`src/rtl/cnn_layer_accel_synch_pkg.sv`:
```
// Shared types for the CNN accelerator interface/core synch handshake.
// Imported by both the initiator and the responder.
package cnn_layer_accel_synch_pkg;

   localparam int SYNCH_CMD_W = 2;

   typedef enum logic [SYNCH_CMD_W-1:0] {
      CMD_SOFT_RST = 2'd0,
      CMD_FLUSH    = 2'd1,
      CMD_START    = 2'd2,
      CMD_PING     = 2'd3
   } synch_cmd_t;

   typedef enum logic [2:0] {
      ST_POR    = 3'd0,
      ST_IDLE   = 3'd1,
      ST_DECODE = 3'd2,
      ST_RESET  = 3'd3,
      ST_FLUSH  = 3'd4,
      ST_START  = 3'd5,
      ST_ACK    = 3'd6
   } synch_resp_state_t;

endpackage

```
`src/rtl/cnn_layer_accel_synch_resp_if.sv`:
```
// Handshake and core-control bundle of the synch responder.
// err_timeout exists only with CNN_LAYER_ACCEL_SYNCH_TIMEOUT_EN.
interface cnn_layer_accel_synch_resp_if;
   import cnn_layer_accel_synch_pkg::*;

   logic                   req_tgl;
   logic [SYNCH_CMD_W-1:0] req_cmd;
   logic                   pipe_idle;
   logic                   core_rst;
   logic                   flush;
   logic                   start;
   logic                   ack_tgl;
   logic                   busy;
   logic                   proto_err;
`ifdef CNN_LAYER_ACCEL_SYNCH_TIMEOUT_EN
   logic                   err_timeout;
`endif

   modport master (
      output req_tgl, req_cmd, pipe_idle,
`ifdef CNN_LAYER_ACCEL_SYNCH_TIMEOUT_EN
      input  err_timeout,
`endif
      input  core_rst, flush, start,
      input  ack_tgl, busy, proto_err
   );

   modport slave (
      input  req_tgl, req_cmd, pipe_idle,
`ifdef CNN_LAYER_ACCEL_SYNCH_TIMEOUT_EN
      output err_timeout,
`endif
      output core_rst, flush, start,
      output ack_tgl, busy, proto_err
   );

endinterface

```
`src/rtl/cnn_layer_accel_bit_sync.sv`:
```
// Reset-to-0 flop chain bringing a single bit into the clk domain.
module cnn_layer_accel_bit_sync #(
   parameter int SYNC_STAGES = 2
) (
   input  logic clk,
   input  logic rst,
   input  logic d_i,
   output logic q_o
);

   logic [SYNC_STAGES-1:0] sync_q;

   always_ff @(posedge clk) begin
      if (!rst) sync_q <= '0;
      else      sync_q <= {sync_q[SYNC_STAGES-2:0], d_i};
   end

   assign q_o = sync_q[SYNC_STAGES-1];

endmodule

```
`src/rtl/cnn_layer_accel_synch_resp.sv`:
```
// Core-side synch responder: syncs req toggle, sequences command, acks.
// Optional FLUSH timeout: CNN_LAYER_ACCEL_SYNCH_TIMEOUT_EN.
module cnn_layer_accel_synch_resp
   import cnn_layer_accel_synch_pkg::*;
#(
   parameter int SYNC_STAGES    = 2,
   parameter int RST_CYCLES     = 16
`ifdef CNN_LAYER_ACCEL_SYNCH_TIMEOUT_EN
   ,
   parameter int TIMEOUT_CYCLES = 1024
`endif
) (
   input logic                         clk,
   input logic                         rst,
   cnn_layer_accel_synch_resp_if.slave bus
);

   localparam logic [7:0] RST_LAST = 8'(RST_CYCLES - 1);

   synch_resp_state_t state_q, state_d;
   synch_cmd_t        cmd_q, cmd_d;
   logic [7:0]        cnt_q, cnt_d;
   logic              ack_q, ack_d;
   logic              perr_q, perr_d;
   logic              req_sync, req_dly_q, req_evt;

   cnn_layer_accel_bit_sync #(
      .SYNC_STAGES(SYNC_STAGES)
   ) u_req_sync (
      .clk (clk),
      .rst (rst),
      .d_i (bus.req_tgl),
      .q_o (req_sync)
   );

   assign req_evt = req_sync ^ req_dly_q;

`ifdef CNN_LAYER_ACCEL_SYNCH_TIMEOUT_EN
   localparam logic [15:0] TO_LAST = 16'(TIMEOUT_CYCLES - 1);
   logic [15:0] tcnt_q, tcnt_d;
   logic        terr_q, terr_d;

   always_ff @(posedge clk) begin
      if (!rst) begin
         tcnt_q <= '0;
         terr_q <= 1'b0;
      end else begin
         tcnt_q <= tcnt_d;
         terr_q <= terr_d;
      end
   end

   assign bus.err_timeout = terr_q;
`endif

   always_comb begin
      state_d = state_q;
      cmd_d   = cmd_q;
      cnt_d   = '0;
      ack_d   = ack_q;
      perr_d  = perr_q | (req_evt && state_q != ST_IDLE);
`ifdef CNN_LAYER_ACCEL_SYNCH_TIMEOUT_EN
      tcnt_d  = '0;
      terr_d  = terr_q;
`endif
      unique case (state_q)
         ST_POR: begin
            if (cnt_q == RST_LAST) state_d = ST_IDLE;
            else                   cnt_d   = cnt_q + 8'd1;
         end
         ST_IDLE: begin
            if (req_evt) begin
               cmd_d   = synch_cmd_t'(bus.req_cmd);
               state_d = ST_DECODE;
            end
         end
         ST_DECODE: begin
            unique case (cmd_q)
               CMD_SOFT_RST: state_d = ST_RESET;
               CMD_FLUSH:    state_d = ST_FLUSH;
               CMD_START:    state_d = ST_START;
               CMD_PING:     state_d = ST_ACK;
               default:      state_d = ST_ACK;
            endcase
         end
         ST_RESET: begin
            if (cnt_q == RST_LAST) state_d = ST_ACK;
            else                   cnt_d   = cnt_q + 8'd1;
         end
         ST_FLUSH: begin
            if (bus.pipe_idle) begin
               state_d = ST_ACK;
`ifdef CNN_LAYER_ACCEL_SYNCH_TIMEOUT_EN
            end else if (tcnt_q == TO_LAST) begin
               terr_d  = 1'b1;
               state_d = ST_ACK;
            end else begin
               tcnt_d  = tcnt_q + 16'd1;
`endif
            end
         end
         ST_START: state_d = ST_ACK;
         ST_ACK: begin
            ack_d   = ~ack_q;
            state_d = ST_IDLE;
         end
         default: state_d = ST_POR;
      endcase
   end

   always_ff @(posedge clk) begin
      if (!rst) begin
         state_q   <= ST_POR;
         cmd_q     <= CMD_SOFT_RST;
         cnt_q     <= '0;
         ack_q     <= 1'b0;
         perr_q    <= 1'b0;
         req_dly_q <= 1'b0;
      end else begin
         state_q   <= state_d;
         cmd_q     <= cmd_d;
         cnt_q     <= cnt_d;
         ack_q     <= ack_d;
         perr_q    <= perr_d;
         req_dly_q <= req_sync;
      end
   end

   assign bus.core_rst  = (state_q == ST_POR) || (state_q == ST_RESET);
   assign bus.flush     = (state_q == ST_FLUSH);
   assign bus.start     = (state_q == ST_START);
   assign bus.busy      = (state_q != ST_IDLE);
   assign bus.ack_tgl   = ack_q;
   assign bus.proto_err = perr_q;

endmodule

```
`src/flat_wrapper.sv`:
```
// flat-port wrapper written by rule: the top's interface ports become plain ports
module cnn_layer_accel_synch_resp_flat import cnn_layer_accel_synch_pkg::*;
#(
   parameter int SYNC_STAGES    = 2,
   parameter int RST_CYCLES     = 16

)
  (clk, rst, bus_req_tgl, bus_req_cmd, bus_pipe_idle, bus_core_rst, bus_flush, bus_start, bus_ack_tgl, bus_busy, bus_proto_err);
  cnn_layer_accel_synch_resp_if bus_i ();
  input logic clk;
  input logic rst;
  input wire logic [$bits(bus_i.req_tgl)-1:0] bus_req_tgl;
  input wire logic [$bits(bus_i.req_cmd)-1:0] bus_req_cmd;
  input wire logic [$bits(bus_i.pipe_idle)-1:0] bus_pipe_idle;
  output wire logic [$bits(bus_i.core_rst)-1:0] bus_core_rst;
  output wire logic [$bits(bus_i.flush)-1:0] bus_flush;
  output wire logic [$bits(bus_i.start)-1:0] bus_start;
  output wire logic [$bits(bus_i.ack_tgl)-1:0] bus_ack_tgl;
  output wire logic [$bits(bus_i.busy)-1:0] bus_busy;
  output wire logic [$bits(bus_i.proto_err)-1:0] bus_proto_err;
  assign bus_i.req_tgl = bus_req_tgl;
  assign bus_i.req_cmd = bus_req_cmd;
  assign bus_i.pipe_idle = bus_pipe_idle;
  assign bus_core_rst = bus_i.core_rst;
  assign bus_flush = bus_i.flush;
  assign bus_start = bus_i.start;
  assign bus_ack_tgl = bus_i.ack_tgl;
  assign bus_busy = bus_i.busy;
  assign bus_proto_err = bus_i.proto_err;
  cnn_layer_accel_synch_resp #(.SYNC_STAGES(SYNC_STAGES), .RST_CYCLES(RST_CYCLES)) u_core (.clk(clk), .rst(rst), .bus(bus_i));
endmodule
```
`config.mk`:
```
export PLATFORM = sky130hd
export DESIGN_NAME = cnn_layer_accel_synch_resp_flat
export DESIGN_NICKNAME = d
export VERILOG_FILES = /design/src/rtl/cnn_layer_accel_synch_pkg.sv /design/src/rtl/cnn_layer_accel_synch_resp_if.sv /design/src/rtl/cnn_layer_accel_bit_sync.sv /design/src/rtl/cnn_layer_accel_synch_resp.sv /design/src/flat_wrapper.sv
export SDC_FILE = /design/constraint.sdc
export NUM_CORES = 1
export LEC_CHECK = 0
export BUFFER_PORTS_ARGS = -buffer_cell sky130_fd_sc_hd__buf_2
export CAP_MARGIN = 20
export CORE_MARGIN = 3
export CORE_UTILIZATION = 53
export DETAILED_ROUTE_END_ITERATION = 6
export GPL_TIMING_DRIVEN = 0
export PLACE_DENSITY = 0.75
export SLEW_MARGIN = 40
export SYNTH_ARGS = -nofsm -noshare
export SYNTH_HDL_FRONTEND = slang
export SYNTH_SLANG_ARGS = --single-unit
export TNS_END_PERCENT = 100
```
`constraint.sdc`:
```
create_clock -name clk -period 1.5 [get_ports clk]
set_input_delay 0.075 -clock clk [delete_from_list [all_inputs] [get_ports clk]]
set_output_delay 0.075 -clock clk [all_outputs]
set_load 0.1 [all_outputs]
```
* After elaboration in Yosys (flattened, before gate mapping)
Index checks and enable logic that the tools add are counted.
Word-level totals: bits in registers 18, word-level logic and storage cells 42, bits of input ports 6
Cells by class: reduce and logical (&&, ||, !) cells 8, equal/unequal tests 15, bitwise operators 5, add/subtract/negate cells 1, multiplexer cells 6
Operators by type and width (count):
- $pmux 3 s7 | 1
- $mux 3 | 4
- $pmux 3 s4 | 1
- $eq 3x3->1 const B | 3
- $add 8x1->8 const B | 1
- $eq 8x4->1 const B | 1
- $eq 3x2->1 const B | 2
- $ne 2x1->1 const B | 3
- $eq 2x2->1 const B | 2
- $reduce_and 4->1 | 1
- $eq 3x1->1 const B | 1
- $logic_not 3->1 | 1
- $ne 3x1->1 const B | 1
- $not 1->1 | 3
- $reduce_or 3->1 | 1
- $eq 2x1->1 const B | 1
- $logic_not 2->1 | 1
- $ne 2x2->1 const B | 1
- $reduce_and 2->1 | 1
- $reduce_or 2->1 | 1
- $logic_and 1x1->1 | 1
- $logic_or 1x1->1 | 1
- $or 1x1->1 | 1
- $xor 1x1->1 | 1

* Depth between registers and ports, before layout
Gate-level depths: netlist of run 1.
depth after elaboration 4, depth in mapped cells 6, depth with buffers taken out 6

* Hierarchy
From an unflattened synthesis of run 1, not the netlist that was laid out.
Second synthesis, totals: cell total of the unflattened synthesis 88, area total of the unflattened synthesis 805.8 um2
Modules (own cells, without submodules):
- cnn_layer_accel_synch_resp | seq. area each 320.3 um2, instances 1, area an instance 753.2 um2, cells an instance 84
- cnn_layer_accel_bit_sync | seq. area each 40.0 um2, instances 1, area an instance 52.6 um2, cells an instance 4

* Least setup slack after synthesis of run 1
OpenSTA, ideal clock, no wires.
path kind register -> register, start point register u_core.state_q[1], end point register u_core.cnt_q[2], cell stages (with the launch flop) 5, clock period less this slack 2573 ps, path slack -1073 ps, arrival 2499 ps, library setup time 74 ps, data required time 1426 ps, path buffers 0, cells stage by stage dfxtp_1 > xor2_1 > nor2_1 > nand3_1 > nor2_1
Between the ends: word-level cells in the longest chain between the ends 4, elaborated cells between the ends (all ways) 5
Ends and longest elaborated chain:
- start: declaration | line cnn_layer_accel_synch_resp.sv:20 | synch_resp_state_t state_q, state_d;
- start signal: assignment | line cnn_layer_accel_synch_resp.sv:120 | state_q <= state_d;
- $eq 3x2->1 / $logic_not 3->1 (equally long branches) | line cnn_layer_accel_synch_resp.sv:66 | unique case (state_q)
- $reduce_or 2->1 (no line) *
- $not 1->1 (no line) *
- $reduce_or 3->1 (no line) *
- end signal: assignment | line cnn_layer_accel_synch_resp.sv:122 | cnt_q <= cnt_d;
- end: declaration | line cnn_layer_accel_synch_resp.sv:22 | logic [7:0] cnt_q, cnt_d;
Every way passes the cells marked *; elsewhere a longest branch is shown, timed or not. A chain may end at the register's enable or synchronous reset.

* Final worst setup path of run 1
start point register u_core.state_q[0], end point output bus_start
Between the ends: word-level cells in the longest chain between the ends 1
Ends and longest elaborated chain:
- $eq 3x3->1 | line cnn_layer_accel_synch_resp.sv:131 | assign bus.start = (state_q == ST_START);
- end: declaration | line flat_wrapper.sv:17 | output wire logic [$bits(bus_i.start)-1:0] bus_start;
Every way passes these cells.

==> results of run 1 <==
-- per-stage QoR --
step | std cells | hold slack, ns | setup slack, ns | power (uW) | cell area (um^2)
after global placement | 117 | 0.283 | 0.00712 | 935 | 930
after floorplan | 91 | 0.202 | -0.00988 | 878 | 856
after global routing | 123 | 0.0571 | 0.0162 | 1330 | 1020
after CTS | 122 | 0.0433 | -0.0319 | 1240 | 992
final | 123 | 0.0458 | 0.0820 | 1260 | 1020
after detailed placement | 117 | 0.286 | -0.0696 | 943 | 930
-- state kept, by name (all words and copies together) (netlist names) --
name,count
u_core.u_req_sync.sync_q,2
u_core.cmd_q,2
u_core.state_q,3
u_core.bus.ack_tgl,1
u_core.req_dly_q,1
u_core.cnt_q,8
u_core.bus.proto_err,1
-- area by class of cell --
type | instances | area, um^2 | area share, %
repair buffers | 13 | 86.3 | 8.46
flip-flops and latches | 18 | 364 | 35.7
plain buffers | 2 | 11.3 | 1.10
multi-input cells | 66 | 485 | 47.5
inverters | 5 | 18.8 | 1.84
clock buffers | 4 | 36.3 | 3.55
well taps | 15 | 18.8 | 1.84
-- cell usage in the layout (no fill, tap or decap), types with 2 or more instances in the layout --
cell / synthesis / layout
a21boi_0: 3 / 3
a21oi_1: 2 / 2
and2_1: 5 / 5
buf_2: 0 / 7
buf_4: 0 / 4
clkbuf_4: 0 / 4
dfxtp_1: 18 / 15
dfxtp_2: 0 / 3
ha_1: 3 / 2
inv_1: 5 / 5
nand2_1: 5 / 5
nand3_1: 6 / 5
nor2_1: 14 / 11
nor2_4: 0 / 3
nor3_1: 2 / 2
o21a_1: 2 / 2
o21ai_0: 2 / 2
xnor2_1: 4 / 4
xor2_1: 5 / 5
-- synthesized netlist by cell type --
cell / n
a21boi_0: 3
o21a_1: 2
nor3b_2: 1
mux2i_1: 1
o31a_1: 1
nand2b_1: 2
nor4_4: 1
and2_1: 5
or3_1: 1
nor3_1: 2
o21ai_0: 2
nand2_1: 5
xnor2_1: 4
clkbuf_1: 2
nor2_1: 14
inv_1: 5
nand4_1: 1
nand3_1: 6
ha_1: 3
nand2_2: 1
a31oi_1: 1
xor2_1: 5
a221oi_2: 1
and3_1: 2
a21oi_1: 2
dfxtp_1: 18
-- routing by layer --
metal  GRT usage, %  vias up  routed length, um
met5              0        -                  0
met4           6.43        0                 13
met3           2.79        2                 47
met2           28.8        8                679
met1           22.5      290                713
li1               -      341                  -
-- repair_timing --
item,4_1_cts,5_1_grt
hold buffers,1,0
endpoints found under the setup margin,5,5
gates resized for setup,7,10
gates cloned,0,0
pin swaps,0,2
endpoints found under the hold margin,1,0
setup buffers,0,1
-- critical path, delay by kind of cell (launching register included) --
kind / cells / cell delay, ns
buf+inv: 3 / 0.56
flops: 1 / 0.37
simple gates: 1 / 0.12
-- logic make-up (layout without fill, tap and decap cells) --
family	after synthesis	in the layout	share of synthesized area [%]
AO/OA/AOI/OAI	12	12	10.7
XOR/XNOR	9	9	9.60
adder cells (fa/ha/maj)	3	3	4.57
buffers and inverters	7	24	3.20
flip-flops	18	18	43.9
multiplexers	1	1	1.22
AND/OR/NAND/NOR	41	41	26.8
-- path summary, 6_finish.rpt --
check / end / slack (ns)
worst max register to register: u_core.state_q[0] / 0.10
worst min register to register: u_core.cnt_q[0] / 0.42
worst min-delay path: u_core.cmd_q[0] / 0.05
worst max-delay path: bus_start / 0.08
-- power breakdown --
part,internal [uW],total [uW],switching (uW)
combinational,138,430,292
sequential,520,549,28.3
clock,147,286,139
total,806,1260,459
==> run_results.csv, run 1 <==
group,metric,value,unit
outcome,status,"finished clean",
timing,hold_violations,0,
hold_path,min_from,"bus_req_cmd[0]",
floorplanning,core_area,0.00138,mm^2
global_routing,overflow,0,
cells_and_area,fillers,113,
drt,vias,641,
setup_path,worstPathRequired,1.42,ns
setup_path,cp_cell_sequence,"clkbuf_4, inv_1, nor2_4, buf_6",
floorplanning,die_x,45.4,um
global_routing,track_usage,17.4,%
cells_and_area,diodes,0,
drt,wire_per_inst,11.8,um
setup_path,start_kind,"flop",
timing,slew_viol_final,0,
cts,cts_root_buffer,"clkbuf_4",
timing,setup_tns,0,ns
timing,setup_violations,0,
floorplanning,die_h,45.4,um
synth,netlist_area,821,um^2
cts,insertion_delay,0.28,ns
synth,synthCells,91,
cts,clkSinkCount,18,
power_and_ir_drop,ir_worst_vdd,0.000980,V
floorplanning,num_rows,13,
drt,via_per_inst,5.21,
synth,ys_ff_latch,18,
floorplanning,pin_count,12,
placed_design,place_congestion,0.823,
drt,route.detailed.drc,0,
power_and_ir_drop,powerDensity,1240,mW/mm^2
setup_path,r2r_cells,5,
cells_and_area,synthToLayoutAreaGrowth,24.4,%
synth,yosysWarnings,0,
synth,avgSynthCellArea,9.02,um^2
global_routing,grt_pass1_wl,2640,um
drt,final_antenna_net_count,0,
setup_path,max_stage_delay,0.37,ns
setup_path,worst-setup-path-type,"reg -> out",
flow_run,drv_cap,0,
drt,routed_wl,1450,um
floorplanning,die_area,0.00206,mm^2
timing,slew_headroom,67.8,%
drt,dr.pass1.iters,2,
cts,clockBufferDepth,2,
power_and_ir_drop,p_leak,0.000408,uW
synth,synth_top_area_share,43.9,%
synth,synth.distinct_cells,26,
setup_path,cp_slowest_cell,"dfxtp_1",
floorplanning,start_util,59.4,%
placed_design,portBuffers,11,
hold_path,min_path_type,"in -> reg",
timing,fin_crit_sh,94.5,%
setup_path,path_max_fanout,10,
placed_design,hpwlAfterDp,1090,um
cts,numCtsBuffers,3,
cts,path_clk_slew,0.10,ns
setup_path,crit_start,"u_core.state_q[0]",
synth,synth.net_count,100,
cts,cts_tree,"done",
synth,yosys-top-cells-area,"dfxtp_1 (44%), nor2_1 (6.4%), xor2_1 (5.3%)",
timing,tightestPinTransition,0.486,ns
global_routing,antenna_found_initial,0,
setup_path,crit_path_end_kind,"primary output",
timing,fmax,705,MHz
global_routing,grt_max_degree,11,
timing,worst_clock_skew,0.00381,ns
cells_and_area,drive_above_1_share,28.7,%
timing,min_period,1.42,ns
hold_path,min_path_cells,3,
timing,rsz0062_at_grt,"no",
cells_and_area,finish.utilization,73.8,%
cells_and_area,nets,118,
setup_path,rr_startpoint,"u_core.cnt_q[0]",
synth,yosysTopAreaCell,"dfxtp_1",
global_routing,grt_pass1_vias,639,
setup_path,crit_arrival,1.34,ns
drt,drt_iter0_markers,4,
synth,ys_seq_area_share,43.9,%
cts,ctsHtreeMaxLevel,1,
No activity file was read; power rests on OpenSTA's default activity.
==> inputs of run 2 (changes only) <==
--- a/config.mk
+++ b/config.mk
@@ -8,12 +8,14 @@
 export BUFFER_PORTS_ARGS = -buffer_cell sky130_fd_sc_hd__buf_2
 export CAP_MARGIN = 20
 export CORE_MARGIN = 3
-export CORE_UTILIZATION = 53
+export CORE_UTILIZATION = 57
+export CTS_BUF_LIST = sky130_fd_sc_hd__clkbuf_2
 export DETAILED_ROUTE_END_ITERATION = 6
 export GPL_TIMING_DRIVEN = 0
-export PLACE_DENSITY = 0.75
+export PLACE_DENSITY = 0.8
 export SLEW_MARGIN = 40
 export SYNTH_ARGS = -nofsm -noshare
 export SYNTH_HDL_FRONTEND = slang
+export SYNTH_HIERARCHICAL = 1
 export SYNTH_SLANG_ARGS = --single-unit
 export TNS_END_PERCENT = 100
==> run_results.csv, run 2 <==
group,metric,value,unit
outcome,status,"did not finish",
outcome,failing_step,"5_1_grt",
outcome,error_line,"[ERROR DPL-0033] detailed placement checks failed during check placement.",
synth,async_flop_share,0,%
floorplanning,pin_count,12,
synth,synthCells,88,
floorplanning,die_x,43.6,um
synth,synth_ff_type,"dfxtp_1",
global_routing,antenna_found_initial,0,
placed_design,dp_slack,-0.151,ns
synth,synth_edf_count,0,
synth,synth.most_common_cell,"dfxtp_1",
floorplanning,num_rows,12,
synth,yosysTopAreaCell,"dfxtp_1",
placed_design,hpwlAfterDp,923,um
floorplanning,die_h,43.6,um
floorplanning,start_util,66.3,%
synth,netlist_area,806,um^2
cts,numCtsBuffers,3,
global_routing,grt_max_degree,11,
synth,synth_top_area_share,44.7,%
synth,ys_ff_latch,18,
synth,yosysWarnings,6,
cts,ctsHtreeMaxLevel,1,
placed_design,dp_cells,113,
placed_design,place_congestion,0.783,
timing,worst-ep-kind,"sequential cell input",
synth,ys_seq_area_share,44.7,%
cts,cts_root_buffer,"clkbuf_2",
placed_design,portBuffers,11,
timing,grt_repair_worst_endpoint,"u_core/state_q[0]$_SDFFE_PN0P_/D",
synth,synth.net_count,97,
synth,synthTopCellsByCount,"dfxtp_1 (18), nor2_1 (9), and2_1 (6), nand2_1 (6)",
cts,clockBufferDepth,2,
synth,yosys-top-cells-area,"dfxtp_1 (45%), xnor2_1 (5.4%), and2_1 (4.7%)",
synth,synth.distinct_cells,30,
cts,clkSinkCount,18,
synth,avgSynthCellArea,9.16,um^2
run 2: cell count changes after synthesis, sizes merged, moves of 2 or more:
| cell | before | now |
|---|---|---|
| nand2b | 2 | 0 |
| and2 | 5 | 7 |
| o41ai | 0 | 2 |
| o21ai | 2 | 0 |
| nor2b | 0 | 2 |
| nor2 | 14 | 9 |
run 2: timing repair:
action / in CTS
pin swaps: 5
endpoints found under the setup margin: 14
gates resized for setup: 32
cloned: 0
hold buffers: 3
hold endpoints to repair: 2
setup buffers: 6
run 2: kinds of logic after synthesis:
| family | count (synthesis) | share of synthesized area, % |
|---|---|---|
| simple gates | 39 | 26.7 |
| flops | 18 | 44.7 |
| compound gates | 11 | 10.2 |
| xor+xnor | 9 | 9.78 |
| buf+inv | 8 | 3.88 |
| fa+ha+maj | 3 | 4.66 |
run 2: per-stage QoR:
| step | util [%] | area, um^2 |
|---|---|---|
| after floorplan | - | 821 |
| after global placement | 73.5 | 893 |
| after detailed placement | 73.5 | 893 |
| after CTS | 91.5 | 1110 |
==> inputs of run 3 (changes only) <==
--- a/config.mk
+++ b/config.mk
@@ -7,12 +7,11 @@
 export LEC_CHECK = 0
 export BUFFER_PORTS_ARGS = -buffer_cell sky130_fd_sc_hd__buf_2
 export CAP_MARGIN = 20
-export CORE_MARGIN = 3
-export CORE_UTILIZATION = 57
-export CTS_BUF_LIST = sky130_fd_sc_hd__clkbuf_2
+export CORE_AREA = 3 3 64 66
 export DETAILED_ROUTE_END_ITERATION = 6
+export DIE_AREA = 0 0 67 69
 export GPL_TIMING_DRIVEN = 0
-export PLACE_DENSITY = 0.8
+export PLACE_DENSITY_LB_ADDON = 0.15
 export SLEW_MARGIN = 40
 export SYNTH_ARGS = -nofsm -noshare
 export SYNTH_HDL_FRONTEND = slang
==> run_results.csv, run 3 <==
group,metric,value,unit
outcome,status,"finished, violations left",
outcome,violations,"negative setup slack",
drt,wire_per_inst,10.8,um
timing,setup_violations,1,
synth,muxShareOfSynthArea,0,%
cells_and_area,largest_register_ffs,8,
drt,vias,649,
cells_and_area,final_cell_mix,"dfxtp_1 (11), buf_2 (8), buf_4 (7)",
timing,min_period,1.52,ns
cts,cts_root_buffer,"clkbuf_8",
setup_path,worstPathRequired,1.64,ns
global_routing,grt_max_degree,11,
timing,worst_clock_skew,0.00128,ns
synth,synth.net_count,97,
floorplanning,die_x,67,um
timing,slew_viol_final,0,
synth,synth-xor-area-share,9.78,%
cells_and_area,synthToLayoutAreaGrowth,49.2,%
timing,fmax,659,MHz
drt,final_antenna_net_count,0,
setup_path,crit_path_end_kind,"flop",
timing,tightestPinTransition,0.489,ns
setup_path,cp_cell_sequence,"or4b_4, o41ai_4, o41ai_2, o31a_1",
power_and_ir_drop,power,2010,uW
timing,worst_slack,-0.0165,ns
drt,route.detailed.drc,0,
drt,via_per_inst,4.16,
placed_design,portBuffers,11,
cts,insertion_delay,0.25,ns
synth,synth_top_family_by_area,"simple AND/OR/NAND/NOR gates",
floorplanning,num_rows,22,
cells_and_area,nets,118,
setup_path,crit_buf_inv,0,
cts,ctsHtreeMaxLevel,1,
cts,clkSinkCount,18,
setup_path,cp_slowest_cell,"or4b_4",
synth,synthTopCellsByCount,"dfxtp_1 (18), nor2_1 (9), and2_1 (6), nand2_1 (6)",
global_routing,grt_pass1_wl,2900,um
floorplanning,core_area,0.00363,mm^2
setup_path,start_kind,"flop",
global_routing,antenna_found_initial,0,
floorplanning,start_util,22.2,%
synth,synth-compound-area-share,10.2,%
synth,async_flop_share,0,%
synth,synth.most_common_cell,"dfxtp_1",
setup_path,path_max_fanout,5,
timing,slew_headroom,67.6,%
placed_design,dp_cells,147,
setup_path,crit_arrival,1.66,ns
synth,synthAdderAreaFrac,4.66,%
cells_and_area,fin_cells,156,
cells_and_area,top_regs,"u_core/cnt_q (8), u_core/state_q (3)",
global_routing,grt_pass1_vias,659,
setup_path,r2r_slack,-0.02,ns
synth,avgSynthCellArea,9.16,um^2
synth,netlist_area,806,um^2
synth,yosys-top-cells-area,"dfxtp_1 (45%), xnor2_1 (5.4%), and2_1 (4.7%)",
setup_path,critPathTopFamily,"simple AND/OR/NAND/NOR gates",
drt,dr.pass1.iters,4,
power_and_ir_drop,ir_worst_vdd,0.00112,V
timing,fin_crit_sh,101,%
placed_design,hpwlAfterDp,1080,um
floorplanning,pin_count,12,
synth,ys_seq_area_share,44.7,%
cts,cts_hold_buf,0,
synth,yosys.area_share.simple,26.7,%
global_routing,overflow,0,
cts,clockBufferDepth,2,
power_and_ir_drop,p_leak,0.000443,uW
floorplanning,die_h,69,um
timing,rsz0062_at_grt,"yes",
cells_and_area,regMostFlops,"u_core/cnt_q",
cts,path_clk_slew,0.07,ns
cts,numCtsBuffers,3,
power_and_ir_drop,powerDensity,1670,mW/mm^2
synth,synthCells,88,
synth,yosysTopAreaCell,"dfxtp_1",
synth,yosysWarnings,6,
hold_path,min_path_type,"in -> reg",
global_routing,track_usage,8.01,%
drt,routed_wl,1690,um
flow_run,drv_cap,0,
cells_and_area,drive_above_1_share,46.3,%
cells_and_area,diodes,0,
drt,drt_iter0_markers,2,
cts,cts_tree,"done",
floorplanning,die_area,0.00462,mm^2
synth,synth_top_area_share,44.7,%
setup_path,max_stage_delay,0.56,ns
setup_path,worst-setup-path-type,"reg -> reg",
timing,hold_violations,0,
cells_and_area,layout_commonest_cell,"dfxtp_1",
placed_design,place_congestion,0.673,
synth,synth_edf_count,0,
synth,synth.distinct_cells,30,
synth,synth_ff_type,"dfxtp_1",
synth,ys_ff_latch,18,
[run 3: cell counts after synthesis]
No cell type changed its count.
[run 3: routing by layer]
layer / share of wire [%] / up-vias / routed length, um / track usage, %
li1: - / 336 / - / -
met1: 47 / 300 / 801 / 9.87
met2: 48 / 11 / 808 / 13.2
met3: 4.0 / 2 / 68 / 2.61
met4: 0.53 / 0 / 9 / 2.03
met5: 0 / - / 0 / 0
[run 3: final timing paths]
path	from	endpoint	cells past startpoint
hold reg to reg	u_core/u_req_sync/sync_q[0]	u_core/u_req_sync/sync_q[1]	1
hold / removal	bus_req_tgl	u_core/u_req_sync/sync_q[0]	2
setup / recovery	u_core/state_q[0]	u_core/state_q[1]	4
setup reg to reg	u_core/state_q[0]	u_core/state_q[1]	4
[run 3: cells by family (layout without fill, tap and decap cells)]
kind of cell,count (synthesis),after routing
compound gates,11,11
fa+ha+maj,3,3
buf+inv,8,28
flops,18,18
xor+xnor,9,9
simple gates,39,39
[run 3: stage by stage]
stage                     setup TNS (ns)  hold slack, ns  instance area (um^2)  setup slack, ns  util, %
after floorplan                  -0.0848           0.197                   821          -0.0737        -
after global placement             -1.65           0.276                   936           -0.241     25.8
after detailed placement           -1.52           0.279                   936           -0.197     25.8
after CTS                        -0.0128          0.0118                  1170          -0.0128     32.3
after global routing              -0.321          0.0352                  1200          -0.0938     33.1
final                            -0.0165          0.0211                  1200          -0.0165     33.1
[run 3: final cells by class]
| cell class | count | area (um^2) |
|---|---|---|
| Sequential cell | 18 | 372 |
| Tap cell | 48 | 60.1 |
| Inverter | 5 | 18.8 |
| Buffer | 2 | 17.5 |
| Fill cell | 401 | 2430 |
| Clock buffer | 4 | 55.1 |
| Timing Repair Buffer | 17 | 128 |
| Multi-Input combinational cell | 62 | 552 |
[run 3: where the power goes]
part / leakage (uW) / internal (uW) / switching [uW]
clock: 0.0000288 / 233 / 157
combinational: 0.000264 / 340 / 643
sequential: 0.000150 / 556 / 77.3
[run 3: timing repair]
action                     4_1_cts  5_1_grt
hold endpoints to repair         0        0
buffers inserted                 6        0
gates resized for setup         33        8
pin swaps                        6        4
setup endpoints to repair       14       13
